==> src/rtl/control_pkg.sv <==
// Shared constants, control bundle and helpers for the multi-cycle control unit.
// Opcode/ext codes, select encodings and FSM state codes live here.
package control_pkg;

  localparam int RAY_WORDS = 4;
  localparam logic [2:0] RAY_LAST = 3'(RAY_WORDS);

  localparam logic [2:0] S_FETCH      = 3'd0;
  localparam logic [2:0] S_FETCH_WAIT = 3'd1;
  localparam logic [2:0] S_DECODE     = 3'd2;
  localparam logic [2:0] S_EXECUTE    = 3'd3;
  localparam logic [2:0] S_LOAD_WAIT  = 3'd4;
  localparam logic [2:0] S_RAY_LOAD   = 3'd5;

  // ALU function codes; immediate opcodes reuse the register-form ext codes
  localparam logic [3:0] F_AND = 4'b0001;
  localparam logic [3:0] F_OR  = 4'b0010;
  localparam logic [3:0] F_XOR = 4'b0011;
  localparam logic [3:0] F_ADD = 4'b0101;
  localparam logic [3:0] F_SUB = 4'b1001;
  localparam logic [3:0] F_CMP = 4'b1011;
  localparam logic [3:0] F_MOV = 4'b1101;
  localparam logic [3:0] F_MUL = 4'b1110;

  localparam logic [3:0] OP_RR    = 4'b0000;
  localparam logic [3:0] OP_ANDI  = F_AND;
  localparam logic [3:0] OP_ORI   = F_OR;
  localparam logic [3:0] OP_XORI  = F_XOR;
  localparam logic [3:0] OP_MEM   = 4'b0100;
  localparam logic [3:0] OP_ADDI  = F_ADD;
  localparam logic [3:0] OP_SPEC  = 4'b0111;
  localparam logic [3:0] OP_SHIFT = 4'b1000;
  localparam logic [3:0] OP_SUBI  = F_SUB;
  localparam logic [3:0] OP_CMPI  = F_CMP;
  localparam logic [3:0] OP_BCOND = 4'b1100;
  localparam logic [3:0] OP_MOVI  = F_MOV;
  localparam logic [3:0] OP_MULI  = F_MUL;
  localparam logic [3:0] OP_LUI   = 4'b1111;

  localparam logic [3:0] EXT_LOAD  = 4'b0000;
  localparam logic [3:0] EXT_STOR  = 4'b0100;
  localparam logic [3:0] EXT_JAL   = 4'b1000;
  localparam logic [3:0] EXT_JCOND = 4'b1100;
  localparam logic [3:0] EXT_LSH   = 4'b0100;

  localparam logic [3:0] EXT_SIN     = 4'd0;
  localparam logic [3:0] EXT_COS     = 4'd1;
  localparam logic [3:0] EXT_RAYP1   = 4'd2;
  localparam logic [3:0] EXT_RAYP2   = 4'd3;
  localparam logic [3:0] EXT_RAYLD   = 4'd4;
  localparam logic [3:0] EXT_RAYDIST = 4'd5;
  localparam logic [3:0] EXT_RAYTUV  = 4'd6;

  localparam logic [2:0] ALU_ADD   = 3'd0;
  localparam logic [2:0] ALU_SUB   = 3'd1;
  localparam logic [2:0] ALU_CMP   = 3'd2;
  localparam logic [2:0] ALU_AND   = 3'd3;
  localparam logic [2:0] ALU_OR    = 3'd4;
  localparam logic [2:0] ALU_XOR   = 3'd5;
  localparam logic [2:0] ALU_SHIFT = 3'd6;
  localparam logic [2:0] ALU_MUL   = 3'd7;

  localparam logic [1:0] ASEL_PC   = 2'd0;
  localparam logic [1:0] ASEL_REG  = 2'd1;
  localparam logic [1:0] ASEL_SEXT = 2'd2;
  localparam logic [1:0] ASEL_ZEXT = 2'd3;

  localparam logic [1:0] BSEL_DST  = 2'd0;
  localparam logic [1:0] BSEL_DISP = 2'd2;
  localparam logic [1:0] BSEL_LINK = 2'd3;

  localparam logic [1:0] PCSEL_INC = 2'd0;
  localparam logic [1:0] PCSEL_ALU = 2'd1;
  localparam logic [1:0] PCSEL_REG = 2'd2;

  localparam logic [2:0] RW_ALU   = 3'd0;
  localparam logic [2:0] RW_SRC   = 3'd1;
  localparam logic [2:0] RW_IMM   = 3'd2;
  localparam logic [2:0] RW_UPPER = 3'd3;
  localparam logic [2:0] RW_MEM   = 3'd4;
  localparam logic [2:0] RW_LINK  = 3'd5;
  localparam logic [2:0] RW_EXTRA = 3'd7;

  localparam logic [2:0] EX_SIN  = 3'd0;
  localparam logic [2:0] EX_COS  = 3'd1;
  localparam logic [2:0] EX_DIST = 3'd2;
  localparam logic [2:0] EX_TUV  = 3'd3;

  localparam logic [1:0] MA_PC   = 2'd0;
  localparam logic [1:0] MA_SRC  = 2'd1;
  localparam logic [1:0] MA_OFFS = 2'd2;

  localparam logic [2:0] CLS_ALU   = 3'd0;
  localparam logic [2:0] CLS_LOAD  = 3'd1;
  localparam logic [2:0] CLS_STORE = 3'd2;
  localparam logic [2:0] CLS_RAYLD = 3'd3;
  localparam logic [2:0] CLS_NOP   = 3'd4;

  typedef struct packed {
    logic       pc_we;
    logic       status_we;
    logic       reg_we;
    logic       ray_we;
    logic       mem_we;
    logic [2:0] alu_op;
    logic [1:0] alu_a;
    logic [1:0] alu_b;
    logic [1:0] pc_sel;
    logic [1:0] mem_sel;
    logic [2:0] rw_sel;
    logic [2:0] rw_extra;
    logic [2:0] ray_sel;
    logic [2:0] mem_offset;
  } exec_ctl_t;

  // {valid, alu_op} for an ALU function code
  function automatic logic [3:0] alu_decode(input logic [3:0] f);
    unique case (f)
      F_AND:   return {1'b1, ALU_AND};
      F_OR:    return {1'b1, ALU_OR};
      F_XOR:   return {1'b1, ALU_XOR};
      F_ADD:   return {1'b1, ALU_ADD};
      F_SUB:   return {1'b1, ALU_SUB};
      F_CMP:   return {1'b1, ALU_CMP};
      F_MUL:   return {1'b1, ALU_MUL};
      default: return 4'b0000;
    endcase
  endfunction

  function automatic logic sets_status(input logic [3:0] f);
    return (f == F_ADD) || (f == F_SUB) || (f == F_CMP);
  endfunction

endpackage

==> src/rtl/control_fsm_if.sv <==
// Control-unit to datapath bundle: instruction word in, strobes and selects out.
// master = control unit, slave = datapath.
interface control_fsm_if;
  logic [15:0] instruction;
  logic        instruction_write_enable;
  logic        program_counter_write_enable;
  logic        status_write_enable;
  logic        register_write_enable;
  logic        raycast_write_enable;
  logic        memory_write_enable;
  logic [1:0]  alu_a_select;
  logic [1:0]  alu_b_select;
  logic [1:0]  program_counter_select;
  logic [1:0]  memory_address_select;
  logic [2:0]  alu_operation;
  logic [2:0]  register_write_data_select;
  logic [2:0]  register_write_data_select_extra;
  logic [2:0]  raycast_write_select;
  logic [2:0]  memory_offset;

  modport master (
    input  instruction,
    output instruction_write_enable, program_counter_write_enable,
    output status_write_enable, register_write_enable,
    output raycast_write_enable, memory_write_enable,
    output alu_a_select, alu_b_select,
    output program_counter_select, memory_address_select,
    output alu_operation, register_write_data_select,
    output register_write_data_select_extra,
    output raycast_write_select, memory_offset
  );

  modport slave (
    output instruction,
    input  instruction_write_enable, program_counter_write_enable,
    input  status_write_enable, register_write_enable,
    input  raycast_write_enable, memory_write_enable,
    input  alu_a_select, alu_b_select,
    input  program_counter_select, memory_address_select,
    input  alu_operation, register_write_data_select,
    input  register_write_data_select_extra,
    input  raycast_write_select, memory_offset
  );
endinterface

==> src/rtl/control_fsm_decode.sv <==
// Combinational instruction decoder producing the EXECUTE-cycle control bundle.
// Opcode 0111 is decoded only when CONTROL_FSM_RAYCAST_EN is defined.
module instruction_decode
  import control_pkg::*;
(
  input  logic [15:0] instruction,
  output exec_ctl_t   ctl,
  output logic [2:0]  cls
);

  logic [3:0] op;
  logic [3:0] ext;
  logic [3:0] rr_dec;
  logic [3:0] im_dec;
  logic       unused_bits;

  assign op          = instruction[15:12];
  assign ext         = instruction[7:4];
  assign rr_dec      = alu_decode(ext);
  assign im_dec      = alu_decode(op);
  assign unused_bits = ^{instruction[11:8], instruction[3:0]};

  always_comb begin
    ctl       = '0;
    cls       = CLS_NOP;
    ctl.pc_we = 1'b1;
    unique case (op)
      OP_RR: begin
        if (rr_dec[3]) begin
          cls           = CLS_ALU;
          ctl.alu_op    = rr_dec[2:0];
          ctl.alu_a     = ASEL_REG;
          ctl.reg_we    = (ext != F_CMP);
          ctl.status_we = sets_status(ext);
        end else if (ext == F_MOV) begin
          cls        = CLS_ALU;
          ctl.alu_a  = ASEL_REG;
          ctl.reg_we = 1'b1;
          ctl.rw_sel = RW_SRC;
        end
      end
      OP_ANDI, OP_ORI, OP_XORI: begin
        cls        = CLS_ALU;
        ctl.alu_op = im_dec[2:0];
        ctl.alu_a  = ASEL_ZEXT;
        ctl.reg_we = 1'b1;
      end
      OP_ADDI, OP_SUBI, OP_CMPI, OP_MULI: begin
        cls           = CLS_ALU;
        ctl.alu_op    = im_dec[2:0];
        ctl.alu_a     = ASEL_SEXT;
        ctl.reg_we    = (op != OP_CMPI);
        ctl.status_we = sets_status(op);
      end
      OP_MOVI: begin
        cls        = CLS_ALU;
        ctl.reg_we = 1'b1;
        ctl.rw_sel = RW_IMM;
      end
      OP_LUI: begin
        cls        = CLS_ALU;
        ctl.reg_we = 1'b1;
        ctl.rw_sel = RW_UPPER;
      end
      OP_SHIFT: begin
        if (ext == EXT_LSH || ext[3:1] == 3'b000) begin
          cls        = CLS_ALU;
          ctl.alu_op = ALU_SHIFT;
          ctl.alu_a  = (ext == EXT_LSH) ? ASEL_REG : ASEL_SEXT;
          ctl.reg_we = 1'b1;
        end
      end
      OP_BCOND: begin
        cls        = CLS_ALU;
        ctl.alu_op = ALU_ADD;
        ctl.alu_a  = ASEL_PC;
        ctl.alu_b  = BSEL_DISP;
        ctl.pc_sel = PCSEL_ALU;
      end
      OP_MEM: begin
        unique case (ext)
          EXT_LOAD: begin
            cls         = CLS_LOAD;
            ctl.pc_we   = 1'b0;
            ctl.mem_sel = MA_SRC;
          end
          EXT_STOR: begin
            cls         = CLS_STORE;
            ctl.mem_sel = MA_OFFS;
            ctl.mem_we  = 1'b1;
          end
          EXT_JAL: begin
            cls        = CLS_ALU;
            ctl.reg_we = 1'b1;
            ctl.rw_sel = RW_LINK;
            ctl.alu_op = ALU_OR;
            ctl.alu_a  = ASEL_REG;
            ctl.alu_b  = BSEL_LINK;
            ctl.pc_sel = PCSEL_ALU;
          end
          EXT_JCOND: begin
            cls        = CLS_ALU;
            ctl.pc_sel = PCSEL_REG;
          end
          default: ;
        endcase
      end
`ifdef CONTROL_FSM_RAYCAST_EN
      OP_SPEC: begin
        unique case (ext)
          EXT_SIN, EXT_COS, EXT_RAYDIST, EXT_RAYTUV: begin
            cls          = CLS_ALU;
            ctl.reg_we   = 1'b1;
            ctl.rw_sel   = RW_EXTRA;
            ctl.rw_extra = (ext == EXT_SIN) ? EX_SIN :
                           (ext == EXT_COS) ? EX_COS :
                           (ext == EXT_RAYDIST) ? EX_DIST : EX_TUV;
          end
          EXT_RAYP1, EXT_RAYP2: begin
            cls         = CLS_ALU;
            ctl.ray_we  = 1'b1;
            ctl.ray_sel = (ext == EXT_RAYP1) ? 3'b000 : 3'b010;
          end
          EXT_RAYLD: begin
            cls       = CLS_RAYLD;
            ctl.pc_we = 1'b0;
          end
          default: ;
        endcase
      end
`endif
      default: ;
    endcase
  end

endmodule

==> src/rtl/control_fsm.sv <==
// Multi-cycle fetch/decode/execute sequencer driving datapath selects and strobes.
// CONTROL_FSM_RAYCAST_EN enables the raycast opcodes and the RAY_LOAD state.
module control_fsm
  import control_pkg::*;
(
  input logic           clock,
  input logic           reset,
  control_fsm_if.master bus
);

  logic [2:0] state;
  logic [2:0] state_n;
  logic [2:0] cls;
  logic       ir_we;
  exec_ctl_t  ctl;
  exec_ctl_t  drv;
`ifdef CONTROL_FSM_RAYCAST_EN
  logic [2:0] cnt;
`endif

  instruction_decode u_dec (
    .instruction (bus.instruction),
    .ctl         (ctl),
    .cls         (cls)
  );

  always_comb begin
    state_n = S_FETCH;
    unique case (state)
      S_FETCH:      state_n = S_FETCH_WAIT;
      S_FETCH_WAIT: state_n = S_DECODE;
      S_DECODE:     state_n = S_EXECUTE;
      S_EXECUTE: begin
        unique case (1'b1)
          (cls == CLS_LOAD):  state_n = S_LOAD_WAIT;
`ifdef CONTROL_FSM_RAYCAST_EN
          (cls == CLS_RAYLD): state_n = S_RAY_LOAD;
`endif
          default:            state_n = S_FETCH;
        endcase
      end
`ifdef CONTROL_FSM_RAYCAST_EN
      S_RAY_LOAD:
        state_n = (cnt == RAY_LAST) ? S_FETCH : S_RAY_LOAD;
`endif
      default:      state_n = S_FETCH;
    endcase
  end

  always_ff @(posedge clock or posedge reset) begin
    if (reset) state <= S_FETCH;
    else       state <= state_n;
  end

`ifdef CONTROL_FSM_RAYCAST_EN
  always_ff @(posedge clock or posedge reset) begin
    if (reset)
      cnt <= '0;
    else if (state == S_RAY_LOAD)
      cnt <= (cnt == RAY_LAST) ? 3'd0 : cnt + 3'd1;
  end
`endif

  always_comb begin
    drv   = '0;
    ir_we = 1'b0;
    unique case (state)
      S_FETCH_WAIT: ir_we = 1'b1;
      S_EXECUTE:    drv   = ctl;
      S_LOAD_WAIT: begin
        drv.mem_sel = MA_SRC;
        drv.reg_we  = 1'b1;
        drv.rw_sel  = RW_MEM;
        drv.pc_we   = 1'b1;
      end
`ifdef CONTROL_FSM_RAYCAST_EN
      // address word c while writing word c-1 fetched last cycle
      S_RAY_LOAD: begin
        if (cnt != RAY_LAST) begin
          drv.mem_sel    = MA_OFFS;
          drv.mem_offset = cnt;
        end
        if (cnt != 3'd0) begin
          drv.ray_we  = 1'b1;
          drv.ray_sel = cnt + 3'd3;
        end
        drv.pc_we = (cnt == RAY_LAST);
      end
`endif
      default: ;
    endcase
  end

  assign bus.instruction_write_enable     = ir_we;
  assign bus.program_counter_write_enable = drv.pc_we;
  assign bus.status_write_enable          = drv.status_we;
  assign bus.register_write_enable        = drv.reg_we;
  assign bus.memory_write_enable          = drv.mem_we;
  assign bus.alu_a_select                 = drv.alu_a;
  assign bus.alu_b_select                 = drv.alu_b;
  assign bus.program_counter_select       = drv.pc_sel;
  assign bus.memory_address_select        = drv.mem_sel;
  assign bus.alu_operation                = drv.alu_op;
  assign bus.register_write_data_select   = drv.rw_sel;
  assign bus.memory_offset                = drv.mem_offset;

`ifdef CONTROL_FSM_RAYCAST_EN
  assign bus.raycast_write_enable             = drv.ray_we;
  assign bus.raycast_write_select             = drv.ray_sel;
  assign bus.register_write_data_select_extra = drv.rw_extra;
`else
  logic unused_ray;
  assign unused_ray = ^{drv.ray_we, drv.ray_sel, drv.rw_extra};
  assign bus.raycast_write_enable             = 1'b0;
  assign bus.raycast_write_select             = 3'd0;
  assign bus.register_write_data_select_extra = 3'd0;
`endif

endmodule

==> src/flat_wrapper.sv <==
// flat-port wrapper written by rule: the top's interface ports become plain ports
module control_fsm_flat import control_pkg::*;
  (clock, reset, bus_instruction, bus_instruction_write_enable, bus_program_counter_write_enable, bus_status_write_enable, bus_register_write_enable, bus_raycast_write_enable, bus_memory_write_enable, bus_alu_a_select, bus_alu_b_select, bus_program_counter_select, bus_memory_address_select, bus_alu_operation, bus_register_write_data_select, bus_register_write_data_select_extra, bus_raycast_write_select, bus_memory_offset);
  control_fsm_if bus_i ();
  input logic clock;
  input logic reset;
  input wire logic [$bits(bus_i.instruction)-1:0] bus_instruction;
  output wire logic [$bits(bus_i.instruction_write_enable)-1:0] bus_instruction_write_enable;
  output wire logic [$bits(bus_i.program_counter_write_enable)-1:0] bus_program_counter_write_enable;
  output wire logic [$bits(bus_i.status_write_enable)-1:0] bus_status_write_enable;
  output wire logic [$bits(bus_i.register_write_enable)-1:0] bus_register_write_enable;
  output wire logic [$bits(bus_i.raycast_write_enable)-1:0] bus_raycast_write_enable;
  output wire logic [$bits(bus_i.memory_write_enable)-1:0] bus_memory_write_enable;
  output wire logic [$bits(bus_i.alu_a_select)-1:0] bus_alu_a_select;
  output wire logic [$bits(bus_i.alu_b_select)-1:0] bus_alu_b_select;
  output wire logic [$bits(bus_i.program_counter_select)-1:0] bus_program_counter_select;
  output wire logic [$bits(bus_i.memory_address_select)-1:0] bus_memory_address_select;
  output wire logic [$bits(bus_i.alu_operation)-1:0] bus_alu_operation;
  output wire logic [$bits(bus_i.register_write_data_select)-1:0] bus_register_write_data_select;
  output wire logic [$bits(bus_i.register_write_data_select_extra)-1:0] bus_register_write_data_select_extra;
  output wire logic [$bits(bus_i.raycast_write_select)-1:0] bus_raycast_write_select;
  output wire logic [$bits(bus_i.memory_offset)-1:0] bus_memory_offset;
  assign bus_i.instruction = bus_instruction;
  assign bus_instruction_write_enable = bus_i.instruction_write_enable;
  assign bus_program_counter_write_enable = bus_i.program_counter_write_enable;
  assign bus_status_write_enable = bus_i.status_write_enable;
  assign bus_register_write_enable = bus_i.register_write_enable;
  assign bus_raycast_write_enable = bus_i.raycast_write_enable;
  assign bus_memory_write_enable = bus_i.memory_write_enable;
  assign bus_alu_a_select = bus_i.alu_a_select;
  assign bus_alu_b_select = bus_i.alu_b_select;
  assign bus_program_counter_select = bus_i.program_counter_select;
  assign bus_memory_address_select = bus_i.memory_address_select;
  assign bus_alu_operation = bus_i.alu_operation;
  assign bus_register_write_data_select = bus_i.register_write_data_select;
  assign bus_register_write_data_select_extra = bus_i.register_write_data_select_extra;
  assign bus_raycast_write_select = bus_i.raycast_write_select;
  assign bus_memory_offset = bus_i.memory_offset;
  control_fsm u_core (.clock(clock), .reset(reset), .bus(bus_i));
endmodule
==> config.mk <==
export PLATFORM = sky130hd
export DESIGN_NAME = control_fsm_flat
export DESIGN_NICKNAME = d
export VERILOG_FILES = /design/src/rtl/control_pkg.sv /design/src/rtl/control_fsm_if.sv /design/src/rtl/control_fsm_decode.sv /design/src/rtl/control_fsm.sv /design/src/flat_wrapper.sv
export SDC_FILE = /design/constraint.sdc
export NUM_CORES = 1
export LEC_CHECK = 0
export CAP_MARGIN = 20
export CORE_MARGIN = 3
export CORE_UTILIZATION = 30
export DETAILED_ROUTE_END_ITERATION = 10
export GPL_TIMING_DRIVEN = 0
export SYNTH_ARGS = -nofsm -noshare
export SYNTH_HDL_FRONTEND = slang
export SYNTH_SLANG_ARGS = --single-unit
export TNS_END_PERCENT = 30
==> constraint.sdc <==
create_clock -name clock -period 1.75 [get_ports clock]
set_clock_uncertainty 0.05 [all_clocks]
set_input_delay 0.175 -clock clock [delete_from_list [all_inputs] [get_ports clock]]
set_output_delay 0.175 -clock clock [all_outputs]
set_load 0.03 [all_outputs]
# Word level (Yosys, flattened, before mapping)
# Index checks and enable logic that the tools add are counted.
# totals
elab_cells	86
out_inout_bits	29
ff_bits	3
# classes
reduce_logical	14
mux	41
eq_ne	30
# op_table
cell	n
4-bit equality test (second input constant)	13
3-bit one-hot mux with 4 select lines	3
4-bit one-hot mux with 7 select lines	1
5-bit one-hot mux with 5 select lines	1
3-bit one-hot mux with 7 select lines	1
3-bit 2-to-1 mux	6
4-bit by 2-bit equality test with 1-bit output (second input constant)	4
4-bit by 3-bit equality test with 1-bit output (second input constant)	4
1-bit 2-to-1 mux	15
10-bit 2-to-1 mux	1
5-bit one-hot mux with 2 select lines	1
10-bit OR reduction	1
3-bit one-hot mux with 3 select lines	1
4-bit by 1-bit equality test with 1-bit output (second input constant)	2
4-bit logical NOT	2
4-bit != test (second input constant)	2
2-bit one-hot mux with 2 select lines	2
4-bit one-hot mux with 2 select lines	1
7-bit 2-to-1 mux	1
3-bit by 1-bit equality test with 1-bit output (second input constant)	2
3-bit by 2-bit equality test with 1-bit output (second input constant)	2
3-bit logical NOT	2
1-bit one-hot mux with 2 select lines	3
1-bit logical OR	5
8 further kinds	9

# Logic depth before layout (Yosys ltp)
# Gate-level depths: netlist (run 1).
# logic_depth
ltp_word	7
depth_mapped	6

# Hierarchy
# From an unflattened synthesis (run 1), not the netlist that was laid out.
# unflattened
hier_cells	147
hier_area_um2	980.9
# by_module_without_submodules
mod	seq_area_each_um2	area_per_inst_um2	cells_each	instances
instruction_decode	0.0	633.1	104	1
control_fsm	75.1	347.8	43	1

# Worst setup path before layout (run 1)
# Ideal clock, no wire load.
# synth_path
path_kind	in2out
startpoint	input port bus_instruction[14]
endpoint	output port bus_alu_a_select[0]
path_stages	4
n_path_buf	1
setup_slack_ps	-181
arrival_ps	1706
path_cell_list	buf_2 nor4_1 a32oi_1 o31ai_1
# synth_via
elab_chain_len	4
word_cells_on_any_way	14
classes_between	9 x eq/ne; 2 x mux; 3 x reduce/logical
# synth_rtl
element	line	rtl
from (decl)	flat_wrapper.sv:7	input wire logic [$bits(bus_i.instruction)-1:0] bus_instruction;
4-bit by 3-bit equality test with 1-bit output (tied with other cells)	control_fsm_decode.sv:27	unique case (op)
4-bit OR reduction or 3-bit OR reduction (tied branches)	--	
5-bit one-hot mux with 5 select lines (*)	control_fsm_decode.sv:27	
10-bit 2-to-1 mux (*)	control_fsm.sv:67	unique case (state)
to (decl)	flat_wrapper.sv:14	output wire logic [$bits(bus_i.alu_a_select)-1:0] bus_alu_a_select;
# Mark *: on every way between the ends. The rest lies on a longest branch, timed or not.

# Final worst setup path (run 1)
# layout_path
startpoint	input port bus_instruction[4]
endpoint	output port bus_register_write_enable
# layout_via
elab_chain_len	5
word_cells_on_any_way	19
classes_between	11 x eq/ne; 7 x mux; 1 x reduce/logical
# layout_rtl
element	line	rtl
4-bit equality test (tied with other cells)	control_pkg.sv:118	unique case (f)
4-bit one-hot mux with 7 select lines (tied with other cells)	control_pkg.sv:118	
1-bit 2-to-1 mux, on equally long branches	control_fsm_decode.sv:29, control_fsm_decode.sv:66	
1-bit one-hot mux with 5 select lines (*)	control_fsm_decode.sv:27	
1-bit one-hot mux with 2 select lines (*)	control_fsm.sv:67	
to (decl)	flat_wrapper.sv:11	output wire logic [$bits(bus_i.register_write_enable)-1:0] bus_register_write_enable;
# Marks and branches as above.

==> summary.txt, run 1 <==
Route
  • Antenna-violating nets left: 0
  • Routed WL per cell: 14.35 µm
  • Iter 0 DRT Violations: 24
  • Vias per cell: 5.433
  • DR pass1 iterations: 4
  • Via count: 1,130
  • DRT Wirelength: 2985 µm
  • Number of remaining DRC errors: 0

Cells and area
  • NumNets Final: 197
  • Most frequent cells in the layout: buf_4 (31), nand2_1 (10), conb_1 (10), nor2_1 (9), buf_2 (7)
  • Largest register FFs: 3
  • Top Registers: u_core.state (3)
  • Ant. Diodes: 0
  • Layout cells sized above 1: 42.13%
  • Biggest register: u_core.state
  • Design Area, Final: 1336 µm²
  • Commonest non-fill, non-tap cell in the layout: buf_4
  • Fin util: 50.71%
  • Area delta synth->final: 52.35%

Run status
  • Status: complete, but fails checks
  • Failing checks: setup timing

Placement
  • DP HPWL: 2089 µm
  • Post-DP Area: 1194 µm²
  • Count of input and output buffers: 24
  • GPL Wtd Cong: 0.8598

Timing
  • Tcrit/Tclk final: 109.6%
  • Count of final setup violators: 5
  • Fmax: 521.5 MHz
  • Min Clock Period, post-route: 1.917 ns
  • RSZ-0062 raised after global routing: yes
  • Min Hold Slack: 0.05182 ns
  • Final Hold Fails: 0
  • PnR worst setup slack: -0.1674 ns
  • Slew Viols, Final: 0
  • TNS Setup: -0.4895 ns

Worst setup path
  • Worst r2r src: u_core.state[1]
  • R2R Path End: u_core.state[2]
  • Worst r2r path cells: 4
  • Worst Path Required: 1.52 ns
  • Crit Path Class: input pin to output pin
  • Worst-path maximum fanout: 3
  • CP endpoint kind: output pin
  • FF-to-FF setup slack: 0.57 ns
  • CP arrival: 1.69 ns
  • CP Launch Type: input pin

Clock network
  • Max clock buf depth: 2
  • Root Buffer: clkbuf_4
  • Clk pin slew, worst setup/hold paths: 0.04 ns
  • Hold_buf cts: 0
  • H-Tree Depth: 1
  • CTS tree: yes
  • TritonCTS Sinks: 3
  • Cts bufs inserted: 3
  • Worst-skew pair later-pin latency: 0.24 ns

Yosys
  • Unique masters post-synth: 48
  • Mapped Avg Cell Area: 6.595 µm²
  • Post-synth ARST share: 100.0%
  • Syn Inst Count: 133
  • Ys Warns: 0
  • Number of synthesized flops with an enable pin: 0
  • Synth Flop Type: dfrtp_1
  • Post-synthesis sequential area ratio: 8.559%
  • Top post-synthesis cells by area: buf_4 (9.4%), dfrtp_1 (8.6%), nor2_1 (5.1%), nand2_1 (4.3%), a21oi_1 (4.0%)
  • Leading area contributor after synthesis: buf_4
  • Mapped Area: 877.1 µm²
  • Yosys reg bits: 3
  • Post-synth top area share: 9.415%

Floorplanning
  • Die Ht: 60.07 µm
  • # rows: 18
  • Starting density of the core: 33.29%
  • I/O Pins: 47
  • Core footprint: 2635 µm²
  • Die area: 3608 µm²
  • Die X-Extent: 60.07 µm

Global routing
  • Vias in the first global route: 1,016
  • GRT Util Overall: 17.60%
  • Total gr overflow: 0
  • Pin count of the biggest net entering global routing: 11
  • First-pass GRT wire length: 4864 µm
  • Initial antenna violation count: 0

Power and ir drop
  • Tot Pwr: 0.8418 mW
  • Leakage dissipation: 0.6142 nW
  • Worst vdd ir: 0.6162 mV
  • Cell Pwr Density: 630.0 nW/µm²

Min path
  • Min-Delay Path Class: input pin to asynchronous set/reset pin

Job
  • Max-Cap Viols: 0
[critical path: stages]
cell and delay, ns:
clkdlybuf4s15_1 0.19, or4b_4 0.58, nor4_2 0.27, a21oi_1 0.06
a32oi_1 0.21, buf_4 0.20
[per-layer routing]
| layer | part of all wire (%) | global-route usage (%) |
|---|---|---|
| met5 | 0 | 0 |
| met4 | 1.5 | 6.646 |
| met3 | 6.3 | 0.8639 |
| met2 | 50 | 28.40 |
| met1 | 42 | 24.45 |
[metrics by stage]
step / setup slack (ns) / cells
2_1_floorplan: -0.07938 / 142
3_3_place_gp: -1.021 / 196
3_5_place_dp: -1.030 / 196
4_1_cts: -0.1926 / 208
5_1_grt: -0.2505 / 208
6_report: -0.1674 / 208
[worst max-delay path by stage]
stage	start	end	slack, ns	cells after the start
after floorplan	bus_instruction[13]	bus_program_counter_select[1]	-0.08	5
after global placement	bus_instruction[15]	bus_alu_a_select[0]	-1.02	7
after detailed placement	bus_instruction[15]	bus_alu_a_select[0]	-1.03	7
after CTS	u_core.state[2]	bus_alu_a_select[0]	-0.19	5
after global routing	u_core.state[2]	bus_alu_a_select[0]	-0.25	5
final	bus_instruction[4]	bus_register_write_enable	-0.17	6
[report_power, final]
group          internal [mW]  leakage, nW  switching, mW
clock                 0.0856       0.0150         0.0375
sequential            0.0829       0.0354         0.0164
combinational          0.244        0.564          0.375
total                  0.412        0.614          0.429
[final cells by class]
cell class	count	area, µm²
fill	285	1299
multi-input combinational	111	754.5
timing repair buffer	32	261.5
buffer	22	158.9
sequential	3	75.07
tap	30	37.54
clock buffer	4	26.28
inverter	6	22.52
[Yosys cell counts (4+ instances only)]
cell type  count
nand2_1       10
o21ai_0        5
nor2_1        12
a21oi_1        7
nor2b_1        4
nand3_1        6
buf_2          7
nor3_1         6
nand2b_1       4
buf_4         11
inv_1          5
nand3b_1       4
a31oi_1        5
[logic make-up after synthesis]
group / after synthesis / synth area share [%]
xor+xnor: 1 / 0.9988
buf+inv: 28 / 18.54
simple gates: 62 / 41.66
other cells: 1 / 0.4275
mux: 2 / 2.283
compound gates: 36 / 27.53
flops: 3 / 8.559
[timing repair]
item | in CTS | in global routing
setup buffers | 8 | 0
hold endpoints to repair | 0 | 0
gates resized for setup | 117 | 36
endpoints found under the setup margin | 19 | 18
pin swaps | 6 | 3
No activity file was read; power rests on OpenSTA's default activity.
==> inputs of run 2 (changes only) <==
ABC_AREA = 0   (was unset)
CAP_MARGIN = unset   (was 20)
PLACE_DENSITY_LB_ADDON = 0.1   (was unset)
==> summary.txt, run 2 (synthesized netlist as in run 1, its figures left out) <==
Timing
  • Min Clock Period, post-route: 1.923 ns (was 1.917 ns)
  • Count of final setup violators: 2 (was 5)
  • RSZ-0062 raised after global routing: yes (unchanged)
  • Min Hold Slack: 0.05252 ns (was 0.05182 ns)
  • PnR worst setup slack: -0.1734 ns (was -0.1674 ns)
  • Slew Limit Headroom: 66.72%
  • Least-Margin Pin Slew: 0.4951 ns
  • Tcrit/Tclk final: 109.9% (was 109.6%)
  • Final Hold Fails: 0 (unchanged)
  • Slew Viols, Final: 0 (unchanged)
  • Fmax: 519.9 MHz (was 521.5 MHz)

Clock network
  • Max clock buf depth: 2 (unchanged)
  • Root Buffer: clkbuf_4 (unchanged)
  • Worst-skew pair later-pin latency: 0.23 ns (was 0.24 ns)
  • H-Tree Depth: 1 (unchanged)
  • Cts bufs inserted: 3 (unchanged)
  • CTS tree: yes (unchanged)
  • Clk pin slew, worst setup/hold paths: 0.04 ns (about the same)
  • TritonCTS Sinks: 3 (unchanged)

Floorplanning
  • # rows: 18 (unchanged)
  • I/O Pins: 47 (unchanged)
  • Core footprint: 2635 µm² (unchanged)
  • Die X-Extent: 60.07 µm (unchanged)
  • Starting density of the core: 33.29% (unchanged)
  • Die area: 3608 µm² (unchanged)
  • Die Ht: 60.07 µm (unchanged)

Power and ir drop
  • Sequential Power Share: 11.0% (was 11.8%)
  • Net Switching: 0.4311 mW (was 0.4294 mW)
  • Combinational share of power: 74.5% (was 73.6%)
  • Cell Pwr Density: 624.2 nW/µm² (was 630.0 nW/µm²)
  • Internal: 0.4108 mW (was 0.4124 mW)
  • Worst vdd ir: 0.5120 mV (was 0.6162 mV)
  • Net Sw Frac: 51.20% (was 51.01%)
  • Leakage dissipation: 0.6184 nW (was 0.6142 nW)
  • Clock power share: 14.5% (was 14.6%)

Worst setup path
  • CP Buf/Inv Count: 1 (was 2)
  • CP arrival: 1.70 ns (was 1.69 ns)
  • CP Launch Type: flip-flop (was input pin)
  • CP peak stage delay: 0.39 ns (was 0.58 ns)
  • Crit-path slowest cell: dfrtp_1 (was or4b_4)
  • Worst Path Required: 1.52 ns (about the same)
  • Crit path max-delay family: compound AO/OA/AOI/OAI gates (was simple AND/OR/NAND/NOR gates)
  • CP cell instances: and3b_2 -> o2111ai_4 -> a2111o_1 -> o31ai_2 -> buf_4 (was clkdlybuf4s15_1 -> or4b_4 -> nor4_2 -> a21oi_1 -> a32oi_1 -> buf_4)
  • Worst-path maximum fanout: 4 (was 3)
  • CP endpoint kind: output pin (unchanged)
  • Crit Path Class: flip-flop to output pin (was input pin to output pin)

Cells and area
  • Layout cells sized above 1: 43.50% (was 42.13%)
  • Area delta synth->final: 53.78% (was 52.35%)
  • Largest register FFs: 3 (unchanged)
  • NumNets Final: 196 (was 197)
  • Commonest non-fill, non-tap cell in the layout: buf_4 (unchanged)
  • Most frequent cells in the layout: buf_4 (28), nor2_1 (12), buf_2 (10), conb_1 (10), nand2_1 (9) (was buf_4 (31), nand2_1 (10), conb_1 (10), nor2_1 (9), buf_2 (7))
  • Non-Filler Instances: 207 (was 208)
  • Biggest register: u_core.state (unchanged)
  • Top Registers: u_core.state (3) (unchanged)
  • Ant. Diodes: 0 (unchanged)

Route
  • DR pass1 iterations: 4 (unchanged)
  • M1 wire length: 1310 µm (was 1256 µm)
  • Vias per cell: 5.295 (was 5.433)
  • DRT Wirelength: 2990 µm (was 2985 µm)
  • Iter 0 DRT Violations: 53 (was 24)
  • Routed WL per cell: 14.44 µm (was 14.35 µm)
  • Number of remaining DRC errors: 0 (unchanged)
  • DR WL met3: 254 µm (was 187 µm)
  • Antenna-violating nets left: 0 (unchanged)
  • Via count: 1,096 (was 1,130)
  • Routed length on met2: 1411 µm (was 1495 µm)
  • Top routing layer in use: met4 (unchanged)

Global routing
  • Vias in the first global route: 981 (was 1,016)
  • Total gr overflow: 0 (unchanged)
  • First-pass GRT wire length: 4671 µm (was 4864 µm)
  • Pin count of the biggest net entering global routing: 11 (unchanged)
  • Initial antenna violation count: 0 (unchanged)
  • GRT Util Overall: 16.86% (was 17.60%)

Run status
  • Status: complete, but fails checks (unchanged)
  • Failing checks: setup timing (unchanged)

Placement
  • Pre-CTS setup slack: -1.022 ns (was -1.030 ns)
  • DP HPWL: 2154 µm (was 2089 µm)
  • GPL Wtd Cong: 0.8820 (was 0.8598)
  • Count of input and output buffers: 24 (unchanged)
  • Cell total after placement: 196 (unchanged)

Job
  • Max-Cap Viols: 0 (unchanged)

Min path
  • Min-Delay Path Class: input pin to asynchronous set/reset pin (unchanged)
[run 2: cell count changes in the layout (fill, tap and decap cells not counted), sizes merged]
cell,change
dlygate4sd2,-1
[run 2: final cells by class]
type | count | area (µm²)
Inverter | 6 | 22.52
Multi-Input combinational cell | 111 | 783.3
Tap cell | 30 | 37.54
Buffer | 22 | 157.7
Sequential cell | 3 | 75.07
Timing Repair Buffer | 31 | 246.5
Clock buffer | 4 | 26.28
Fill cell | 276 | 1286
[run 2: layer usage]
metal / up-vias / GRT usage [%]
met3: 2 / 1.512
li1: 549 / -
met5: - / 0
met4: 0 / 4.747
met2: 53 / 26.08
met1: 492 / 24.61
[run 2: path summary, 6_finish.rpt]
path / start / to / slack (ns) / cells past startpoint
setup / recovery: u_core.state[2] / bus_alu_a_select[0] / -0.17 / 5
hold / removal: reset / u_core.state[1] / 0.05 / 2
setup reg to reg: u_core.state[2] / u_core.state[2] / 0.57 / 4
hold reg to reg: u_core.state[2] / u_core.state[1] / 0.52 / 2
max in group asynchronous: reset / u_core.state[0] / 1.47 / 2
min in group clock: bus_instruction[4] / u_core.state[2] / 0.43 / 5
[run 2: stage by stage]
stage / total power [mW] / util (%) / TNS (ns) / instance area (µm²)
after floorplan: 0.4558 / - / -0.1550 / 915.9
after global placement: 0.6311 / 45.30 / -14.96 / 1194
after detailed placement: 0.6323 / 45.30 / -15.05 / 1194
after CTS: 0.7774 / 48.24 / -0.4661 / 1271
after global routing: 0.9027 / 51.19 / -0.6623 / 1349
final: 0.8419 / 51.19 / -0.3033 / 1349
[run 2: repair_timing]
action,4_1_cts,5_1_grt
pin swaps,4,4
endpoints found under the setup margin,19,18
endpoints found under the hold margin,0,0
hold buffers,0,0
resized for setup,123,33
buffers inserted,5,3
[run 2: power by group through the flow]
stage	clock, mW	combinational, mW	sequential [mW]
global route	0.134	0.675	0.0942
CTS	0.126	0.551	0.100
floorplan	0	0.359	0.0972
finish	0.122	0.627	0.0926
global placement	0	0.532	0.0987
detailed placement	0	0.530	0.102
[run 2: worst register-to-register path: stages (launching register included)]
cell     delay [ns]
dfrtp_1        0.39
and3b_2        0.28
buf_4          0.15
nand2_1        0.12
nor2_1         0.12
